$ cat src/rtl/pool_flat_unit_pkg.sv
// Shared constants, memory-select codes and pool FSM encoding
// for the CNN accelerator pooling/flatten stage.
package cnn_pkg;

    localparam int CNN_DATA_W = 20;
    localparam int CNN_FRAC_W = 4;
    localparam int CNN_AW     = 12;

    typedef enum logic [2:0] {
        CSEL_NONE = 3'b000,
        CSEL_L0_0 = 3'b001,
        CSEL_L0_1 = 3'b010,
        CSEL_L1_0 = 3'b011,
        CSEL_L1_1 = 3'b100,
        CSEL_L2   = 3'b101
    } csel_t;

    typedef enum logic [3:0] {
        S_IDLE,
        S_RD0,
        S_RD1,
        S_RD2,
        S_RD3,
        S_CAP,
        S_WL1,
        S_WL2,
        S_DONE
    } state_t;

endpackage

$ cat src/rtl/pool_flat_unit_if.sv
// Controller handshake plus shared memory port of the pooling stage.
// master = pooling unit, slave = controller/memory side.
interface pool_flat_unit_if
    import cnn_pkg::*;
#(
    parameter int DW = CNN_DATA_W
) ();

    logic              start;
    logic              busy;
    logic              done;
    logic [2:0]        csel;
    logic              crd;
    logic [CNN_AW-1:0] caddr_rd;
    logic [DW-1:0]     cdata_rd;
    logic              cwr;
    logic [CNN_AW-1:0] caddr_wr;
    logic [DW-1:0]     cdata_wr;

    modport master (
        input  start, cdata_rd,
        output busy, done, csel, crd, caddr_rd,
        output cwr, caddr_wr, cdata_wr
    );

    modport slave (
        output start, cdata_rd,
        input  busy, done, csel, crd, caddr_rd,
        input  cwr, caddr_wr, cdata_wr
    );

endinterface

$ cat src/rtl/pool_round_sat.sv
// Ceil-to-integer of an unsigned fixed-point word, saturating
// to the largest integer value on overflow.
module pool_round_sat #(
    parameter int DATA_W   = 20,
    parameter int FRAC_W   = 4,
    parameter bit ROUND_UP = 1'b1
) (
    input  logic [DATA_W-1:0] din,
    output logic [DATA_W-1:0] dout
);

    localparam logic [DATA_W-1:0] LOW =
        DATA_W'((1 << FRAC_W) - 1);
    localparam logic [DATA_W-1:0] SAT = ~LOW;
    localparam logic [DATA_W:0] STEP =
        (DATA_W+1)'(1) << FRAC_W;

    logic [DATA_W:0] sum;

    assign sum = {1'b0, din & SAT} + STEP;

    always_comb begin
        dout = din;
        if (ROUND_UP && ((din & LOW) != '0)) begin
            if (sum[DATA_W]) dout = SAT;
            else             dout = sum[DATA_W-1:0];
        end
    end

endmodule

$ cat src/rtl/pool_flat_unit.sv
// 2x2 stride-2 max-pool with ceil rounding; writes each result
// to L1 (per channel) and interleaved into the flattened L2.
module pool_flat_unit
    import cnn_pkg::*;
#(
    parameter int DATA_W   = CNN_DATA_W,
    parameter int FRAC_W   = CNN_FRAC_W,
    parameter int IMG_W    = 64,
    parameter bit ROUND_UP = 1'b1
) (
    input logic            clk,
    input logic            reset,
    pool_flat_unit_if.master bus
);

    localparam int AW = CNN_AW;
    localparam int P  = IMG_W / 2;
    localparam int PW = $clog2(P);

    state_t state, state_nx;

    logic              ch;
    logic [PW-1:0]     r, c;
    logic [DATA_W-1:0] max_reg;
    logic [DATA_W-1:0] result;
    logic              last;
    logic [AW-1:0]     base, l1a, l2a;
    csel_t             rsel, wsel;

    assign last = ch && (r == PW'(P-1)) &&
                  (c == PW'(P-1));
    assign base = AW'({r, 1'b0}) * AW'(IMG_W) +
                  AW'({c, 1'b0});
    assign l1a  = AW'(r) * AW'(P) + AW'(c);
    assign l2a  = {l1a[AW-2:0], ch};
    assign rsel = ch ? CSEL_L0_1 : CSEL_L0_0;
    assign wsel = ch ? CSEL_L1_1 : CSEL_L1_0;

    pool_round_sat #(
        .DATA_W  (DATA_W),
        .FRAC_W  (FRAC_W),
        .ROUND_UP(ROUND_UP)
    ) u_round (
        .din (max_reg),
        .dout(result)
    );

    always_ff @(posedge clk or posedge reset) begin
        if (reset) state <= S_IDLE;
        else       state <= state_nx;
    end

    always_comb begin
        state_nx = state;
        unique case (state)
            S_IDLE: if (bus.start) state_nx = S_RD0;
            S_RD0:  state_nx = S_RD1;
            S_RD1:  state_nx = S_RD2;
            S_RD2:  state_nx = S_RD3;
            S_RD3:  state_nx = S_CAP;
            S_CAP:  state_nx = S_WL1;
            S_WL1:  state_nx = S_WL2;
            S_WL2:  state_nx = last ? S_DONE : S_RD0;
            S_DONE: state_nx = S_IDLE;
            default: state_nx = S_IDLE;
        endcase
    end

    // read data lags its strobe by one cycle, hence RD1..CAP
    always_ff @(posedge clk or posedge reset) begin
        if (reset) begin
            ch      <= 1'b0;
            r       <= '0;
            c       <= '0;
            max_reg <= '0;
        end else begin
            case (state)
                S_RD1: max_reg <= bus.cdata_rd;
                S_RD2, S_RD3, S_CAP:
                    if (bus.cdata_rd > max_reg)
                        max_reg <= bus.cdata_rd;
                S_WL2: begin
                    if (c == PW'(P-1)) begin
                        c <= '0;
                        if (r == PW'(P-1)) begin
                            r  <= '0;
                            ch <= ~ch;
                        end else begin
                            r <= r + 1'b1;
                        end
                    end else begin
                        c <= c + 1'b1;
                    end
                end
                S_DONE: begin
                    ch      <= 1'b0;
                    r       <= '0;
                    c       <= '0;
                    max_reg <= '0;
                end
                default: ;
            endcase
        end
    end

    always_comb begin
        bus.busy     = 1'b0;
        bus.done     = 1'b0;
        bus.csel     = CSEL_NONE;
        bus.crd      = 1'b0;
        bus.caddr_rd = '0;
        bus.cwr      = 1'b0;
        bus.caddr_wr = '0;
        bus.cdata_wr = '0;
        unique case (state)
            S_RD0, S_RD1, S_RD2, S_RD3: begin
                bus.busy = 1'b1;
                bus.crd  = 1'b1;
                bus.csel = rsel;
                unique case (state)
                    S_RD0: bus.caddr_rd = base;
                    S_RD1: bus.caddr_rd = base + AW'(1);
                    S_RD2: bus.caddr_rd = base + AW'(IMG_W);
                    default:
                        bus.caddr_rd = base + AW'(IMG_W + 1);
                endcase
            end
            S_CAP: bus.busy = 1'b1;
            S_WL1: begin
                bus.busy     = 1'b1;
                bus.cwr      = 1'b1;
                bus.csel     = wsel;
                bus.caddr_wr = l1a;
                bus.cdata_wr = result;
            end
            S_WL2: begin
                bus.busy     = 1'b1;
                bus.cwr      = 1'b1;
                bus.csel     = CSEL_L2;
                bus.caddr_wr = l2a;
                bus.cdata_wr = result;
            end
            S_DONE: bus.done = 1'b1;
            default: ;
        endcase
    end

endmodule

$ cat src/flat_wrapper.sv
// flat-port wrapper written by rule: the top's interface ports become plain ports
module pool_flat_unit_flat import cnn_pkg::*;
#(
    parameter int DATA_W   = CNN_DATA_W,
    parameter int FRAC_W   = CNN_FRAC_W,
    parameter int IMG_W    = 64,
    parameter bit ROUND_UP = 1'b1
)
  (clk, reset, bus_start, bus_cdata_rd, bus_busy, bus_done, bus_csel, bus_crd, bus_caddr_rd, bus_cwr, bus_caddr_wr, bus_cdata_wr);
  pool_flat_unit_if bus_i ();
  input logic clk;
  input logic reset;
  input wire logic [$bits(bus_i.start)-1:0] bus_start;
  input wire logic [$bits(bus_i.cdata_rd)-1:0] bus_cdata_rd;
  output wire logic [$bits(bus_i.busy)-1:0] bus_busy;
  output wire logic [$bits(bus_i.done)-1:0] bus_done;
  output wire logic [$bits(bus_i.csel)-1:0] bus_csel;
  output wire logic [$bits(bus_i.crd)-1:0] bus_crd;
  output wire logic [$bits(bus_i.caddr_rd)-1:0] bus_caddr_rd;
  output wire logic [$bits(bus_i.cwr)-1:0] bus_cwr;
  output wire logic [$bits(bus_i.caddr_wr)-1:0] bus_caddr_wr;
  output wire logic [$bits(bus_i.cdata_wr)-1:0] bus_cdata_wr;
  assign bus_i.start = bus_start;
  assign bus_i.cdata_rd = bus_cdata_rd;
  assign bus_busy = bus_i.busy;
  assign bus_done = bus_i.done;
  assign bus_csel = bus_i.csel;
  assign bus_crd = bus_i.crd;
  assign bus_caddr_rd = bus_i.caddr_rd;
  assign bus_cwr = bus_i.cwr;
  assign bus_caddr_wr = bus_i.caddr_wr;
  assign bus_cdata_wr = bus_i.cdata_wr;
  pool_flat_unit #(.DATA_W(DATA_W), .FRAC_W(FRAC_W), .IMG_W(IMG_W), .ROUND_UP(ROUND_UP)) u_core (.clk(clk), .reset(reset), .bus(bus_i));
endmodule
$ cat config.mk
export PLATFORM = sky130hd
export DESIGN_NAME = pool_flat_unit_flat
export DESIGN_NICKNAME = d
export VERILOG_FILES = /design/src/rtl/pool_flat_unit_pkg.sv /design/src/rtl/pool_flat_unit_if.sv /design/src/rtl/pool_round_sat.sv /design/src/rtl/pool_flat_unit.sv /design/src/flat_wrapper.sv
export SDC_FILE = /design/constraint.sdc
export NUM_CORES = 1
export LEC_CHECK = 0
export ABC_AREA = 1
export CORE_UTILIZATION = 51
export DETAILED_ROUTE_END_ITERATION = 8
export GPL_ROUTABILITY_DRIVEN = 0
export GPL_TIMING_DRIVEN = 0
export PLACE_DENSITY_LB_ADDON = 0.15
export SETUP_SLACK_MARGIN = 0.15
export SYNTH_ARGS = -nofsm -noshare
export SYNTH_HDL_FRONTEND = slang
export SYNTH_SLANG_ARGS = --single-unit
$ cat constraint.sdc
create_clock -name clk -period 2.58 [get_ports clk]
set_clock_uncertainty 0.2 [all_clocks]
set_input_delay 0.516 -clock clk [delete_from_list [all_inputs] [get_ports clk]]
set_output_delay 0.516 -clock clk [all_outputs]
set_load 0.05 [all_outputs]
Word-level counts from Yosys, hierarchy flattened
Index checks and enable logic that the tools add are counted.
{ "totals": {"input_bits": 23, "out_inout_bits": 51, "ff_bits": 35, "word_cells": 68} }
{ "classes": {"muxes": 26, "n_addsub": 8, "n_eq_ne": 14, "bitwise": 1, "reduce_logical": 13, "magnitude_cmp": 1} }
{ "ops": {"columns": ["cell", "count"], "rows": [
  ["$mux 20", 4],
  ["$pmux 20 s3", 1],
  ["$pmux 12 s3", 1],
  ["$pmux 4 s8", 1],
  ["$add 12x7->12 const B", 2],
  ["$pmux 12 s2", 1],
  ["$add 20x5->21 const B", 1],
  ["$gt 20x20->1", 1],
  ["$pmux 5 s2", 2],
  ["$reduce_bool 20->1", 1],
  ["$eq 4x3->1 const B", 4],
  ["$mux 5", 3],
  ["$add 12x1->12 const B", 1],
  ["$add 12x6->12", 1],
  ["$mux 12", 1],
  ["$add 10x5->11", 1],
  ["$add 5x1->5 const B", 2],
  ["$eq 5x5->1 const B", 2],
  ["$pmux 3 s3", 1],
  ["$eq 4x2->1 const B", 2],
  ["$mux 4", 2],
  ["$reduce_or 7->1", 1],
  ["$mux 1", 6],
  ["$ne 2x1->1 const B", 3],
  ["16 further kinds", 18]
]} }

Longest topological paths before layout
Gate-level depths: netlist of the first run.
{ "logic_depth": {"depth_word": 5, "mapped_depth": 15, "ltp_nobuf": 14} }

Hierarchy
Synthesis of the first run repeated with hierarchy kept, for this count alone.
{ "unflattened": {"hier_cells": 520, "area_unflattened_um2": 3308.2} }
{ "by_module_without_submodules": {"columns": ["module", "area_per_inst_um2", "cells_each", "n_inst", "seq_area_each_um2"], "rows": [
  ["pool_flat_unit", 2675.1, 405, 1, 875.8],
  ["pool_round_sat", 633.1, 115, 1, 0.0]
]} }

Worst setup path before layout of the first run
Ideal clock, no wire load.
{ "synth_path": {"kind": "register to output", "startpoint": "reg u_core.max_reg[4]", "endpoint": "out bus_cdata_wr[16]", "arrival_time_ns": 2.031, "stages_incl_launch_ff": 8, "n_path_buf": 0, "path_slack_ns": -0.167, "required_ns": 1.864, "cell_sequence": "dfrtp_1 -> ha_1 -> nand3_1 -> inv_1 -> nand2_1 -> nor3_4 -> o21ai_0 -> a31oi_1"} }
{ "synth_between": {"elab_chain_len": 4} }
{ "synth_rtl": {"columns": ["element", "line_no", "source"], "rows": [
  ["start, declared", "pool_flat_unit.sv:24", "logic [DATA_W-1:0] max_reg;"],
  ["start signal, assigned", "pool_flat_unit.sv:78", "S_RD1: max_reg <= bus.cdata_rd;"],
  ["start signal, assigned", "pool_flat_unit.sv:81", "max_reg <= bus.cdata_rd;"],
  ["$add 20x5->21", "pool_round_sat.sv:20", "assign sum = {1'b0, din & SAT} + STEP;"],
  ["$mux 20", "pool_round_sat.sv:25", "if (sum[DATA_W]) dout = SAT;"],
  ["$mux 20", "pool_round_sat.sv:24", "if (ROUND_UP && ((din & LOW) != '0)) begin"],
  ["$mux 20", "pool_flat_unit.sv:115", "unique case (state)"],
  ["end, declared", "flat_wrapper.sv:22", "output wire logic [$bits(bus_i.cdata_wr)-1:0] bus_cdata_wr;"]
]} }
No other way between the ends.

Worst setup path after layout of the first run
{ "layout_path": {"startpoint": "reg u_core.max_reg[4]", "endpoint": "out bus_cdata_wr[9]"} }
The elaborated chain is that of the path after synthesis.

==> flow_summary.ini, run 1 <==
[floorplan]
die_y_um = 79.5
coreArea_sq_mm = 0.00564
fp-row-count = 27
die_w_um = 79.5
start_util_pct = 54.3
ios = 74
die_area_sq_mm = 0.00633

[finish]
antennaDiodeCount = 0
fillers = 429
final_core_util_pct = 77.4
nets = 621
largest_register_ffs = 20
final_area_sq_mm = 0.00436
layout_commonest_cell = nand2_1
area_delta_synth_final_pct = 42.4
drive_above_1_share_pct = 27.2
layout_common_cells = nand2_1 (110), inv_1 (81), nor2_1 (45), buf_4 (43), nand3_1 (39)
seqCellArea_sq_um = 881
multiInputGateArea_sq_mm = 0.00197

[drt]
drtAntennaViolNets = 0
drt-total-wl_mm = 8.71
wl_per_cell_um = 13.5
initialDrtViolationCount = 189
vias = 3385
first_pass_iters = 5
via_per_inst = 5.24
drcViolationCount = 0

[worst_setup_path]
rrSetupSlack_ns = 0.31
crit_path_max_incr_delay_ns = 0.40
r2r_start = u_core.state[0]
end_kind = primary output
crit_family = simple AND/OR/NAND/NOR gates
cp_num_buf_inv = 3
required_ns = 1.86
crit_slowest_cell = dfrtp_1
cpMostUsedCell = nand2_2
r2r_cells = 8
path_cells = ha_2, nand3_2, inv_2, nand2_4, nor3_4, nand2_2, nand2_2, o21ai_2, inv_1, buf_6
cp_max_fo = 5
crit_type = flip-flop to primary output
startpoint_type = flip-flop
arrival_ns = 1.98
worst_r2r_endpoint = u_core.max_reg[2]

[sta]
rsz0062_at_grt = yes
period_share_pct = 105
slew_violations = 0
finalSetupTns_ns = -1.05
setup-violations-final = 14
clock.fmax_mhz = 371
max_slew_margin_pct = 56.8
hold_viol_final = 0
tightest_slew_ns = 0.647
worst_slack_ns = -0.118
post-route-min-period_ns = 2.70

[clock_network]
cts_sinks = 35
hold_buffers = 0
htreeDepth = 2
insertion_delay_ns = 0.29
cts_tree = built
clk_path_buf_depth = 2
clk_pin_slew_ns = 0.07
cts_root_buf = clkbuf_8
cts-buffers-inserted = 5

[run_status]
violations = setup timing
status = finished, violations left

[global_routing]
antenna_found_initial = 0
grt_pass1_vias = 3174
grt_overflow = 0
track_usage_pct = 27.6
grt_first_pass_wirelength_mm = 13.9
grt_max_degree = 23

[placed_design]
placed_area_sq_mm = 0.00389
dpl.hpwl_mm = 6.06
port-buffer-count = 68

[worst_hold_path]
hold_path_end = u_core.max_reg[1]
hold_path_class = flip-flop to flip-flop
min_from = u_core.max_reg[1]
hold_path_depth = 2

[pwr]
switchingPower_mw = 0.894
cellLeakagePower_nw = 2.46
swShare_pct = 40.3
power_frac_comb_pct = 43.8
p_clk_share_pct = 20.1
internal-power_mw = 1.32
ir_worst_vdd_uv = 313
p_seq_share_pct = 36.2
power_density_mw_per_mm2 = 508

[synth]
synth.cell_area_sq_mm = 0.00307
async_flop_share_pct = 100
ys_types = 35
synth_seq_cells = 35
synth_seq_area_share_pct = 28.6
synth_edf_count = 0
syn_inst = 471
ys_warn_count = 0
synth_flop_cell = dfrtp_1
avgSynthCellArea_sq_um = 6.51

[run]
maxCapViolCount = 0
## worst max-delay path by stage
stage | end | startpoint | cells past startpoint | slack [ns]
floorplan | bus_cdata_wr[11] | u_core.max_reg[4] | 7 | -0.11
global placement | bus_cdata_wr[18] | u_core.max_reg[4] | 10 | -0.51
detailed placement | bus_cdata_wr[18] | u_core.max_reg[4] | 10 | -0.54
CTS | bus_cdata_wr[18] | u_core.max_reg[10] | 9 | -0.04
global route | bus_cdata_wr[9] | u_core.max_reg[4] | 10 | -0.24
finish | bus_cdata_wr[9] | u_core.max_reg[4] | 10 | -0.12
## power by group through the flow
stage	sequential (mW)	clock [mW]	combinational [mW]
floorplan	0.782	0	0.613
CTS	0.794	0.451	0.887
global placement	0.817	0	0.744
detailed placement	0.825	0	0.782
global route	0.817	0.473	1.11
finish	0.802	0.445	0.971
## metal layers
metal	global-route usage, %	part of all wire (%)	up-vias
met1	33.3	43	1572
met3	3.66	4.8	20
met5	0	0	-
li1	-	-	1681
met4	11.3	2.6	0
met2	49.1	50	112
## repair_timing
| item | 4_1_cts | 5_1_grt |
|---|---|---|
| pin swaps | 12 | 23 |
| cloned | 0 | 4 |
| setup buffers | 9 | 11 |
| resized for setup | 289 | 71 |
| endpoints found under the setup margin | 46 | 63 |
## area by class of cell
cell class	count	share of cell area (%)
inverter	90	7.83
timing repair buffer	91	19.4
tap	72	2.06
buffer	16	3.04
clock buffer	8	2.29
multi-input combinational	334	45.2
sequential	35	20.2
## stage by stage
stage	hold slack (ns)	instances	worst slack [ns]	total power, mW
finish	0.314	646	-0.118	2.22
global route	0.350	646	-0.237	2.40
CTS	0.317	632	-0.0435	2.13
detailed placement	0.299	616	-0.543	1.61
global placement	0.294	615	-0.512	1.56
floorplan	0.276	475	-0.110	1.39
## logic make-up after synthesis
group                      after synthesis  share of synthesized area (%)
other                                    1                          0.122
xor gates and xnor gates                 6                           1.71
AOI/OAI and AO/OA                       58                           10.8
adders and majority gates               25                           10.2
and+or+nand+nor                        239                           34.0
DFF                                     35                           28.6
buffers and inverters                  107                           14.6
## worst reg2reg max path, delay by kind of cell (launching register included)
family          cells  cell delay [ns]
buf+inv             3             0.79
compound gates      1             0.37
flops               1             0.43
simple gates        4             0.42
## cell usage after synthesis, types with 2 or more instances
| cell | instances | area share, % |
|---|---|---|
| dfrtp_1 | 35 | 29 |
| nand2_1 | 117 | 14 |
| buf_6 | 3 | 1.1 |
| nor2_2 | 2 | 0.41 |
| a21oi_1 | 19 | 3.1 |
| a31oi_1 | 3 | 0.61 |
| o22ai_1 | 14 | 2.9 |
| inv_2 | 3 | 0.37 |
| o21ai_1 | 4 | 0.65 |
| buf_2 | 3 | 0.49 |
| nand4_1 | 2 | 0.41 |
| nand3_2 | 2 | 0.65 |
| nor3_4 | 2 | 1.1 |
| inv_1 | 87 | 11 |
| nor2_1 | 60 | 7.3 |
| nand2_2 | 5 | 1.0 |
| xor2_1 | 5 | 1.4 |
| nor3_1 | 3 | 0.49 |
| buf_4 | 5 | 1.2 |
| o21ai_0 | 13 | 2.1 |
| ha_1 | 25 | 10 |
| clkbuf_1 | 5 | 0.61 |
| nand3_1 | 42 | 6.9 |
Power figures use the tool's default switching activity.
==> inputs of run 2 (changes only) <==
- CTS_CLUSTER_DIAMETER: unset -> 150
==> results of run 2 <==
The final DEF is identical to that of run 1; final timing and power are the same.
==> inputs of run 3 (changes only) <==
- CORE_MARGIN: unset -> 2
- REMOVE_ABC_BUFFERS: unset -> 1
==> run 3 against run 2 <==
The run still ends with setup timing left; critical path depth is 1 lower; global-route usage is 1.2 points higher; first-iteration DRC count is 72% higher; routed wire length is 18% higher; clock power hardly changed; non-clock buffer count is 3 lower; critical path type unchanged.
==> flow_summary.ini, run 3 (same netlist as run 1, synthesis figures left out) <==
[run_status]
status = finished, violations left
violations = setup timing

[placed_design]
place_ws_ns = -0.866
port-buffer-count = 68
placed_area_sq_mm = 0.00379
dpl.hpwl_mm = 5.82

[drt]
drtAntennaViolNets = 0
wl_per_cell_um = 15.8
first_pass_iters = 6
initialDrtViolationCount = 326
via_per_inst = 5.56
vias = 3626
drcViolationCount = 0
drt-total-wl_mm = 10.3

[clock_network]
clk_pin_slew_ns = 0.08
hold_buffers = 0
htreeDepth = 2
insertion_delay_ns = 0.29
cts_tree = built
cts-buffers-inserted = 5
cts_root_buf = clkbuf_8
clk_path_buf_depth = 2
cts_sinks = 35

[sta]
hold_viol_final = 0
period_share_pct = 102
clock.fmax_mhz = 380
setup-violations-final = 5
rsz0062_at_grt = yes
worst_slack_ns = -0.0501
max_slew_margin_pct = 39.4
tightest_slew_ns = 0.909
post-route-min-period_ns = 2.63
slew_violations = 0

[finish]
fillers = 419
nets = 624
drive_above_1_share_pct = 30.7
layout_commonest_cell = nand2_1
area_delta_synth_final_pct = 47.4
antennaDiodeCount = 0
final_area_sq_mm = 0.00452
largest_register_ffs = 20
layout_common_cells = nand2_1 (108), inv_1 (77), nor2_1 (46), buf_4 (36), nand3_1 (35)

[worst_setup_path]
required_ns = 1.86
rrSetupSlack_ns = 0.21
startpoint_type = flip-flop
arrival_ns = 1.91
r2r_start = u_core.max_reg[11]
cp_max_fo = 5
crit_type = flip-flop to primary output
end_kind = primary output
startpoint = u_core.max_reg[11]

[floorplan]
coreArea_sq_mm = 0.00585
ios = 74
die_area_sq_mm = 0.00665
die_y_um = 81.5
fp-row-count = 28
die_w_um = 81.5
start_util_pct = 52.4

[global_routing]
grt_pass1_vias = 3241
track_usage_pct = 28.8
antenna_found_initial = 0
grt_max_degree = 24
grt_first_pass_wirelength_mm = 14.9
grt_overflow = 0

[pwr]
cellLeakagePower_nw = 2.48
power_density_mw_per_mm2 = 550
ir_worst_vdd_uv = 348

[run]
maxCapViolCount = 0

[worst_hold_path]
hold_path_class = flip-flop to flip-flop
min_from = u_core.max_reg[2]
-- run 3: worst max-delay path: stages (launching register included) --
cell	delay, ns
dfrtp_1	0.39
inv_2	0.07
nor3_4	0.24
nand2_2	0.13
nor3_4	0.28
nand3_1	0.14
nand3_1	0.11
nand2_1	0.05
inv_1	0.06
buf_6	0.15
-- run 3: worst paths after layout --
kind | end | cells after the start
min | u_core.max_reg[2] | 2
max reg2reg | u_core.max_reg[14] | 13
min in group asynchronous | u_core.c[3] | 2
min reg2reg | u_core.max_reg[2] | 2
max in group asynchronous | u_core.max_reg[7] | 2
max | bus_cdata_wr[18] | 9
-- run 3: report_power, final --
group | internal, mW | switching [mW] | total, mW
Sequential | 0.671 | 0.138 | 0.809
Combinational | 0.512 | 0.718 | 1.23
Clock | 0.244 | 0.203 | 0.447
Total | 1.43 | 1.06 | 2.49
-- run 3: metrics by stage --
stage | power [mW] | setup TNS [ns] | cells | util (%) | hold WS [ns]
floorplan | 1.39 | -10.00 | 458 | - | 0.276
global placement | 1.55 | -33.67 | 601 | 64.0 | 0.293
detailed placement | 1.59 | -35.79 | 603 | 64.8 | 0.295
CTS | 2.25 | 0 | 642 | 72.6 | 0.313
global route | 2.64 | -0.992 | 652 | 77.2 | 0.340
finish | 2.49 | -0.111 | 652 | 77.2 | 0.308
-- run 3: repair_timing --
action | 4_1_cts | 5_1_grt
pin swaps | 25 | 33
endpoints found under the setup margin | 66 | 66
cloned | 5 | 2
buffers inserted | 26 | 8
gates resized for setup | 296 | 81
-- run 3: area by class of cell --
| cell class | instances | area (sq um) | share of cell area (%) |
|---|---|---|---|
| clock buffer | 8 | 100 | 2.22 |
| inverter | 90 | 354 | 7.84 |
| multi-input combinational | 340 | 2200 | 48.6 |
| sequential | 35 | 882 | 19.5 |
| tap | 75 | 93.8 | 2.08 |
| timing repair buffer | 104 | 891 | 19.7 |
-- run 3: layer usage --
| metal | up-vias | part of all wire (%) | track usage (%) |
|---|---|---|---|
| met3 | 35 | 9.2 | 5.27 |
| met1 | 1671 | 38 | 35.9 |
| met2 | 224 | 50 | 50.0 |
| met4 | 0 | 2.9 | 9.66 |
| met5 | - | 0 | 0 |
| li1 | 1696 | - | - |
